==> config.mk <==
export PLATFORM = sky130hd
export DESIGN_NAME = wakeup_array_flat
export DESIGN_NICKNAME = d
export VERILOG_FILES = /design/src/rtl/wakeup_array_if.sv /design/src/rtl/wakeup_array.sv /design/src/flat_wrapper.sv
export SDC_FILE = /design/constraint.sdc
export NUM_CORES = 1
export LEC_CHECK = 0
export CAP_MARGIN = 20
export CORE_MARGIN = 1
export CORE_UTILIZATION = 45
export CTS_BUF_LIST = sky130_fd_sc_hd__clkbuf_8 sky130_fd_sc_hd__clkbuf_16
export CTS_CLUSTER_SIZE = 30
export DETAILED_ROUTE_END_ITERATION = 7
export PLACE_DENSITY = 0.72
export SYNTH_ARGS = -nofsm -noshare
export SYNTH_HDL_FRONTEND = slang
export SYNTH_SLANG_ARGS = --single-unit
==> constraint.sdc <==
create_clock -name clk -period 10.75 [get_ports clk]
set_input_delay 3.225 -clock clk [delete_from_list [all_inputs] [get_ports clk]]
set_output_delay 3.225 -clock clk [all_outputs]
set_load 0.1 [all_outputs]
==> src/rtl/wakeup_array_if.sv <==
// Dispatch, broadcast and select signal bundle for wakeup_array; slave = wakeup side.
// WAKEUP_STATS_EN adds the two statistics counters to the bundle.
interface wakeup_array_if #(
  parameter int RS_ENTRIES = 8,
  parameter int TAG_W      = 6,
  parameter int NUM_BCAST  = 2
);
  localparam int IDX_W = $clog2(RS_ENTRIES);

  logic                       flush;
  logic                       disp_valid;
  logic                       disp_ready;
  logic [IDX_W-1:0]           disp_index;
  logic [TAG_W-1:0]           disp_src1_tag;
  logic                       disp_src1_rdy;
  logic [TAG_W-1:0]           disp_src2_tag;
  logic                       disp_src2_rdy;
  logic [NUM_BCAST-1:0]       bcast_valid;
  logic [NUM_BCAST*TAG_W-1:0] bcast_tag;
  logic [RS_ENTRIES-1:0]      request_vector;
  logic                       grant_en;
  logic [IDX_W-1:0]           grant_index;
  logic [IDX_W:0]             occupancy;
  logic                       grant_err;
`ifdef WAKEUP_STATS_EN
  logic [31:0]                stat_full_cycles;
  logic [31:0]                stat_wakeups;
`endif

  modport master (
    output flush, disp_valid, disp_src1_tag, disp_src1_rdy, disp_src2_tag, disp_src2_rdy,
    output bcast_valid, bcast_tag, grant_en, grant_index,
`ifdef WAKEUP_STATS_EN
    input  stat_full_cycles, stat_wakeups,
`endif
    input  disp_ready, disp_index, request_vector, occupancy, grant_err
  );

  modport slave (
    input  flush, disp_valid, disp_src1_tag, disp_src1_rdy, disp_src2_tag, disp_src2_rdy,
    input  bcast_valid, bcast_tag, grant_en, grant_index,
`ifdef WAKEUP_STATS_EN
    output stat_full_cycles, stat_wakeups,
`endif
    output disp_ready, disp_index, request_vector, occupancy, grant_err
  );
endinterface

==> src/rtl/wakeup_array.sv <==
// Reservation-station wakeup array: allocates entries, snoops result tags, requests select.
// Optional statistics counters are built only when WAKEUP_STATS_EN is defined.
module wakeup_array #(
  parameter int RS_ENTRIES = 8,
  parameter int TAG_W      = 6,
  parameter int NUM_BCAST  = 2
) (
  input logic          clk,
  input logic          rst,
  wakeup_array_if.slave io
);
  localparam int IDX_W = $clog2(RS_ENTRIES);
  localparam logic [IDX_W:0] OCC_ONE = 1;

  logic [RS_ENTRIES-1:0] valid_q, valid_d;
  logic [RS_ENTRIES-1:0] src1_rdy_q, src1_rdy_d, src2_rdy_q, src2_rdy_d;
  logic [TAG_W-1:0]      src1_tag_q [RS_ENTRIES];
  logic [TAG_W-1:0]      src1_tag_d [RS_ENTRIES];
  logic [TAG_W-1:0]      src2_tag_q [RS_ENTRIES];
  logic [TAG_W-1:0]      src2_tag_d [RS_ENTRIES];
  logic [IDX_W:0]        occ_q, occ_d;
  logic                  grant_err_q, grant_err_d;

  logic [IDX_W-1:0]      free_idx;
  logic                  free_any;
  logic                  grant_hit;
  logic                  disp_we, grant_ok;
  logic [RS_ENTRIES-1:0] wake1, wake2;
  logic                  byp1, byp2;

  function automatic logic bcast_hit(input logic [TAG_W-1:0] tag,
                                     input logic [NUM_BCAST-1:0] vld,
                                     input logic [NUM_BCAST*TAG_W-1:0] tags);
    logic hit;
    hit = 1'b0;
    for (int k = 0; k < NUM_BCAST; k++)
      if (vld[k] && tags[k*TAG_W +: TAG_W] == tag) hit = 1'b1;
    return hit;
  endfunction

  // Scan downwards so the lowest free entry wins.
  always_comb begin
    free_idx  = '0;
    free_any  = 1'b0;
    grant_hit = 1'b0;
    for (int i = RS_ENTRIES - 1; i >= 0; i--) begin
      if (!valid_q[i]) begin
        free_idx = IDX_W'(i);
        free_any = 1'b1;
      end
      if (io.grant_index == IDX_W'(i) && valid_q[i]) grant_hit = 1'b1;
    end
  end

  always_comb begin
    disp_we     = io.disp_valid && free_any && !io.flush;
    grant_ok    = io.grant_en && grant_hit;
    grant_err_d = io.grant_en && !grant_hit && !io.flush;
    byp1        = !io.disp_src1_rdy && bcast_hit(io.disp_src1_tag, io.bcast_valid, io.bcast_tag);
    byp2        = !io.disp_src2_rdy && bcast_hit(io.disp_src2_tag, io.bcast_valid, io.bcast_tag);
    for (int i = 0; i < RS_ENTRIES; i++) begin
      wake1[i] = valid_q[i] && !src1_rdy_q[i] && !io.flush &&
                 bcast_hit(src1_tag_q[i], io.bcast_valid, io.bcast_tag);
      wake2[i] = valid_q[i] && !src2_rdy_q[i] && !io.flush &&
                 bcast_hit(src2_tag_q[i], io.bcast_valid, io.bcast_tag);
    end
    valid_d    = valid_q;
    src1_rdy_d = src1_rdy_q | wake1;
    src2_rdy_d = src2_rdy_q | wake2;
    src1_tag_d = src1_tag_q;
    src2_tag_d = src2_tag_q;
    if (grant_ok) valid_d[io.grant_index] = 1'b0;
    if (disp_we) begin
      valid_d[free_idx]    = 1'b1;
      src1_tag_d[free_idx] = io.disp_src1_tag;
      src2_tag_d[free_idx] = io.disp_src2_tag;
      src1_rdy_d[free_idx] = io.disp_src1_rdy || byp1;
      src2_rdy_d[free_idx] = io.disp_src2_rdy || byp2;
    end
    if (io.flush) valid_d = '0;
    occ_d = occ_q;
    if (io.flush)                 occ_d = '0;
    else if (disp_we && !grant_ok) occ_d = occ_q + OCC_ONE;
    else if (!disp_we && grant_ok) occ_d = occ_q - OCC_ONE;
  end

  always_ff @(posedge clk or posedge rst) begin
    if (rst) begin
      valid_q     <= '0;
      src1_rdy_q  <= '0;
      src2_rdy_q  <= '0;
      occ_q       <= '0;
      grant_err_q <= 1'b0;
      for (int i = 0; i < RS_ENTRIES; i++) begin
        src1_tag_q[i] <= '0;
        src2_tag_q[i] <= '0;
      end
    end else begin
      valid_q     <= valid_d;
      src1_rdy_q  <= src1_rdy_d;
      src2_rdy_q  <= src2_rdy_d;
      src1_tag_q  <= src1_tag_d;
      src2_tag_q  <= src2_tag_d;
      occ_q       <= occ_d;
      grant_err_q <= grant_err_d;
    end
  end

  assign io.disp_ready     = free_any;
  assign io.disp_index     = free_idx;
  assign io.request_vector = valid_q & src1_rdy_q & src2_rdy_q;
  assign io.occupancy      = occ_q;
  assign io.grant_err      = grant_err_q;

`ifdef WAKEUP_STATS_EN
  logic [31:0] stat_full_q, stat_full_d, stat_wake_q, stat_wake_d, wake_inc;
  logic [32:0] wake_sum;

  // Dispatch bypass counts only when the entry is actually written.
  always_comb begin
    wake_inc = 32'(disp_we && byp1) + 32'(disp_we && byp2);
    for (int i = 0; i < RS_ENTRIES; i++)
      wake_inc = wake_inc + 32'(wake1[i]) + 32'(wake2[i]);
    wake_sum    = {1'b0, stat_wake_q} + {1'b0, wake_inc};
    stat_wake_d = wake_sum[32] ? '1 : wake_sum[31:0];
    stat_full_d = stat_full_q;
    if (io.disp_valid && !free_any && stat_full_q != '1) stat_full_d = stat_full_q + 32'd1;
  end

  always_ff @(posedge clk or posedge rst) begin
    if (rst) begin
      stat_full_q <= '0;
      stat_wake_q <= '0;
    end else begin
      stat_full_q <= stat_full_d;
      stat_wake_q <= stat_wake_d;
    end
  end

  assign io.stat_full_cycles = stat_full_q;
  assign io.stat_wakeups     = stat_wake_q;
`endif
endmodule

==> src/flat_wrapper.sv <==
// flat-port wrapper written by rule: the top's interface ports become plain ports
module wakeup_array_flat 
#(
  parameter int RS_ENTRIES = 8,
  parameter int TAG_W      = 6,
  parameter int NUM_BCAST  = 2
)
  (clk, rst, io_flush, io_disp_valid, io_disp_src1_tag, io_disp_src1_rdy, io_disp_src2_tag, io_disp_src2_rdy, io_bcast_valid, io_bcast_tag, io_grant_en, io_grant_index, io_disp_ready, io_disp_index, io_request_vector, io_occupancy, io_grant_err);
  wakeup_array_if #(.RS_ENTRIES(RS_ENTRIES), .TAG_W(TAG_W), .NUM_BCAST(NUM_BCAST)) io_i ();
  input logic clk;
  input logic rst;
  input wire logic [$bits(io_i.flush)-1:0] io_flush;
  input wire logic [$bits(io_i.disp_valid)-1:0] io_disp_valid;
  input wire logic [$bits(io_i.disp_src1_tag)-1:0] io_disp_src1_tag;
  input wire logic [$bits(io_i.disp_src1_rdy)-1:0] io_disp_src1_rdy;
  input wire logic [$bits(io_i.disp_src2_tag)-1:0] io_disp_src2_tag;
  input wire logic [$bits(io_i.disp_src2_rdy)-1:0] io_disp_src2_rdy;
  input wire logic [$bits(io_i.bcast_valid)-1:0] io_bcast_valid;
  input wire logic [$bits(io_i.bcast_tag)-1:0] io_bcast_tag;
  input wire logic [$bits(io_i.grant_en)-1:0] io_grant_en;
  input wire logic [$bits(io_i.grant_index)-1:0] io_grant_index;
  output wire logic [$bits(io_i.disp_ready)-1:0] io_disp_ready;
  output wire logic [$bits(io_i.disp_index)-1:0] io_disp_index;
  output wire logic [$bits(io_i.request_vector)-1:0] io_request_vector;
  output wire logic [$bits(io_i.occupancy)-1:0] io_occupancy;
  output wire logic [$bits(io_i.grant_err)-1:0] io_grant_err;
  assign io_i.flush = io_flush;
  assign io_i.disp_valid = io_disp_valid;
  assign io_i.disp_src1_tag = io_disp_src1_tag;
  assign io_i.disp_src1_rdy = io_disp_src1_rdy;
  assign io_i.disp_src2_tag = io_disp_src2_tag;
  assign io_i.disp_src2_rdy = io_disp_src2_rdy;
  assign io_i.bcast_valid = io_bcast_valid;
  assign io_i.bcast_tag = io_bcast_tag;
  assign io_i.grant_en = io_grant_en;
  assign io_i.grant_index = io_grant_index;
  assign io_disp_ready = io_i.disp_ready;
  assign io_disp_index = io_i.disp_index;
  assign io_request_vector = io_i.request_vector;
  assign io_occupancy = io_i.occupancy;
  assign io_grant_err = io_i.grant_err;
  wakeup_array #(.RS_ENTRIES(RS_ENTRIES), .TAG_W(TAG_W), .NUM_BCAST(NUM_BCAST)) u_core (.clk(clk), .rst(rst), .io(io_i));
endmodule
==> results.sh <==
export IMPL_status="finished clean"
export IMPL_port_buffers=52
export IMPL_die_area_mm2=0.0180
export IMPL_place_gp_congestion=0.853
export IMPL_wl_mm=21.2
export IMPL_synthFlopType="dfrtp_1"
export IMPL_postCtsResizedCells=0
export IMPL_end_kind="output port"
export IMPL_synth_simple_area_share=0.0998
export IMPL_antenna_found_initial=0
export IMPL_layout_commonest_cell="dfrtp_1"
export IMPL_synth_avg_cell_area_um2=11.0
export IMPL_leakagePower_uw=0.00403
export IMPL_drc=0
export IMPL_dpl_worst_slack_ns=4.44
export IMPL_r2r_end="u_core.io.occupancy[3]"
export IMPL_synth_compound_area_frac=0.0529
export IMPL_drtPass1Iterations=5
export IMPL_power_frac_clock=0.398
export IMPL_core_area_mm2=0.0172
export IMPL_overflow=0
export IMPL_holdWs_ns=0.527
export IMPL_reg2reg_from="u_core.valid_q[0]"
export IMPL_placed_cells=954
export IMPL_path_max_fanout=6
export IMPL_htree_levels=4
export IMPL_maxCapViolations=0
export IMPL_synthMuxAreaShare=0.158
export IMPL_worstSetupPathType="flip-flop to output port"
export IMPL_synth_warnings=0
export IMPL_synthArstFlopShare=1.00
export IMPL_finalSetupViolCount=0
export IMPL_cts_root_buf="clkbuf_16"
export IMPL_grt_pass1_wl_mm=33.9
export IMPL_p_comb_frac=0.189
export IMPL_drt_iter0_drc=398
export IMPL_rsz0062_at_grt="no"
export IMPL_initial_utilization=0.458
export IMPL_post_route_period_util=0.561
export IMPL_grt_max_degree=87
export IMPL_cp_required_ns=7.53
export IMPL_fin_nets=790
export IMPL_n_antenna_cell=0
export IMPL_slew_violations=0
export IMPL_fin_skew_ns=0.00614
export IMPL_cp_start_kind="flip-flop"
export IMPL_clkSlewWorstSetupHoldPaths_ns=0.06
export IMPL_area_delta_synth_final_pct=15.6
export IMPL_die_height_um=134
export IMPL_hold_class="flip-flop to flip-flop"
export IMPL_synth_xor_area_frac=0.245
export IMPL_swShare=0.286
export IMPL_drive_gt1_frac=0.207
export IMPL_share_seq_of_total_power=0.414
export IMPL_synth_edff_count=0
export IMPL_hold_viol_final=0
export IMPL_ioPinCount=53
export IMPL_crit_start="u_core.valid_q[7]"
export IMPL_ant_nets=0
export IMPL_power_switching_uw=383
export IMPL_intPower_uw=955
export IMPL_vias_per_cell=5.80
export IMPL_rows=48
export IMPL_critPathArrivalTime_ns=2.80
export IMPL_layout_setup_ws_ns=4.72
export IMPL_syn_cell_area_mm2=0.00788
export IMPL_clock_sinks=125
export IMPL_dieWidth_um=134
export IMPL_clkLatencyLatePin_ns=0.42
export IMPL_ys_seq_area_frac=0.397
export IMPL_min_from="u_core.src2_rdy_q[3]"
export IMPL_syn_inst=716
export IMPL_ctsHoldBuffers=0
export IMPL_p_per_area_mw_per_mm2=147
export IMPL_max_freq_mhz=166
export IMPL_grt_pass1_vias=6056
export IMPL_synth_top_family_by_area="XOR/XNOR gates"
export IMPL_worst_slew_pin_slew_ns=1.02
export IMPL_reg2regPathDepth=11
export IMPL_fin_cells=989
export IMPL_hpwl_mm=13.6
export IMPL_synthesis_nets=755
export IMPL_synth_fa_ha_area_frac=0.00572
export IMPL_fillers=1505
export IMPL_grt_usage=0.252
export IMPL_synth_seq_cells=125
export IMPL_cts_buffer_depth=2
export IMPL_crit_end="io_disp_index[0]"
export IMPL_wl_per_cell_um=21.5
export IMPL_r2r_setup_slack_ns=7.86
export IMPL_slew_headroom=0.317
export IMPL_num_vias=5737
export IMPL_vdd_drop_max_mv=0.126
export IMPL_fin_setup_tns_ns=0
export IMPL_ys_types=50
export IMPL_cts_setup_buffers=0
export IMPL_final_cell_mix="dfrtp_1, xnor2_1, xor2_1"
export IMPL_min_period_ns=6.03
export IMPL_cts_tree="done"
export IMPL_numCtsBuffers=17
-- cells in the mapped netlist (2+ instances only) --
cell type,number,area share
buf_2,24,0.015
a41oi_1,2,0.0022
xor2_1,97,0.11
nor3_1,4,0.0025
a21oi_1,14,0.0089
xnor2_1,120,0.13
nor2b_1,9,0.0071
clkbuf_1,16,0.0076
dfrtp_1,125,0.40
nor4_1,8,0.0064
nand4_1,38,0.030
mux2i_1,10,0.013
nand2_2,2,0.0016
nand3_1,7,0.0044
inv_1,9,0.0043
mux2_4,4,0.0076
buf_1,4,0.0019
or4_1,16,0.015
nand2b_1,5,0.0040
nor2_1,13,0.0062
o41ai_1,10,0.011
buf_4,12,0.011
o31ai_1,2,0.0019
mux2_2,96,0.14
o21a_1,2,0.0019
ha_1,2,0.0032
a21o_1,2,0.0019
a211oi_1,6,0.0057
o21ai_0,13,0.0083
and3_1,8,0.0064
a31oi_1,4,0.0032
nand2_1,13,0.0062
nor3b_1,2,0.0019
-- final cells by class --
class | instances | area, um2 | share of cell area
Inverter | 9 | 36.3 | 0.00399
Timing Repair Buffer | 73 | 691 | 0.0759
Sequential cell | 125 | 3130 | 0.344
Clock inverter | 9 | 43.8 | 0.00481
Tap cell | 225 | 282 | 0.0309
Multi-Input combinational cell | 525 | 4420 | 0.485
Clock buffer | 23 | 508 | 0.0558
-- metal layers --
layer / part of all wire / up-vias / GRT usage
met5: 0 / - / 0
met4: 0.026 / 0 / 0.112
met3: 0.049 / 59 / 0.0438
met2: 0.51 / 179 / 0.425
met1: 0.42 / 2942 / 0.317
li1: - / 2557 / -
-- power by group through the flow --
stage / Sequential [uW] / Clock (uW) / Combinational (uW)
final: 554 / 532 / 253
after detailed placement: 560 / 0 / 251
after global routing: 558 / 563 / 274
after CTS: 552 / 540 / 252
after floorplan: 564 / 0 / 179
after global placement: 556 / 0 / 242
-- kinds of logic (layout without fill, tap and decap cells) --
logic type,Yosys count,in the layout
adder cells (fa/ha/maj),3,3
multiplexers,110,110
flip-flops,125,125
XOR/XNOR,218,218
buffers and inverters,66,114
AND/OR/NAND/NOR,132,132
AO/OA/AOI/OAI,62,62
-- how the worst min path moves through the flow --
stage | end | slack, ns | cells past startpoint
3_3_place_gp | u_core.src1_rdy_q[3] | 0.49 | 2
2_1_floorplan | u_core.src1_rdy_q[3] | 0.47 | 2
6_report | u_core.src2_rdy_q[3] | 0.53 | 2
3_5_place_dp | u_core.src2_rdy_q[3] | 0.51 | 2
5_1_grt | u_core.src1_rdy_q[2] | 0.56 | 2
4_1_cts | u_core.src2_rdy_q[3] | 0.52 | 2
-- stage by stage --
stage,instance area [um2],power (uW),utilization
global route,9100,1400,0.530
floorplan,7880,744,-
detailed placement,8520,811,0.496
CTS,9070,1340,0.528
global placement,8510,798,0.495
finish,9100,1340,0.530
-- worst max-delay path, cell delays in order, from the launching register on --
cell and delay [ns]:
dfrtp_1 0.44, nand2b_1 0.16, a21boi_0 0.15, o21ai_0 0.12
a21boi_2 0.31, clkdlybuf4s50_1 1.19
-- sequential cells by signal, summed over array words and instances (netlist names) --
register	cells
u_core.io.occupancy	4
u_core.src1_rdy_q	8
u_core.src2_tag_q	48
u_core.io.grant_err	1
u_core.src2_rdy_q	8
u_core.src1_tag_q	48
u_core.valid_q	8
(Power assumes the default switching activity.)
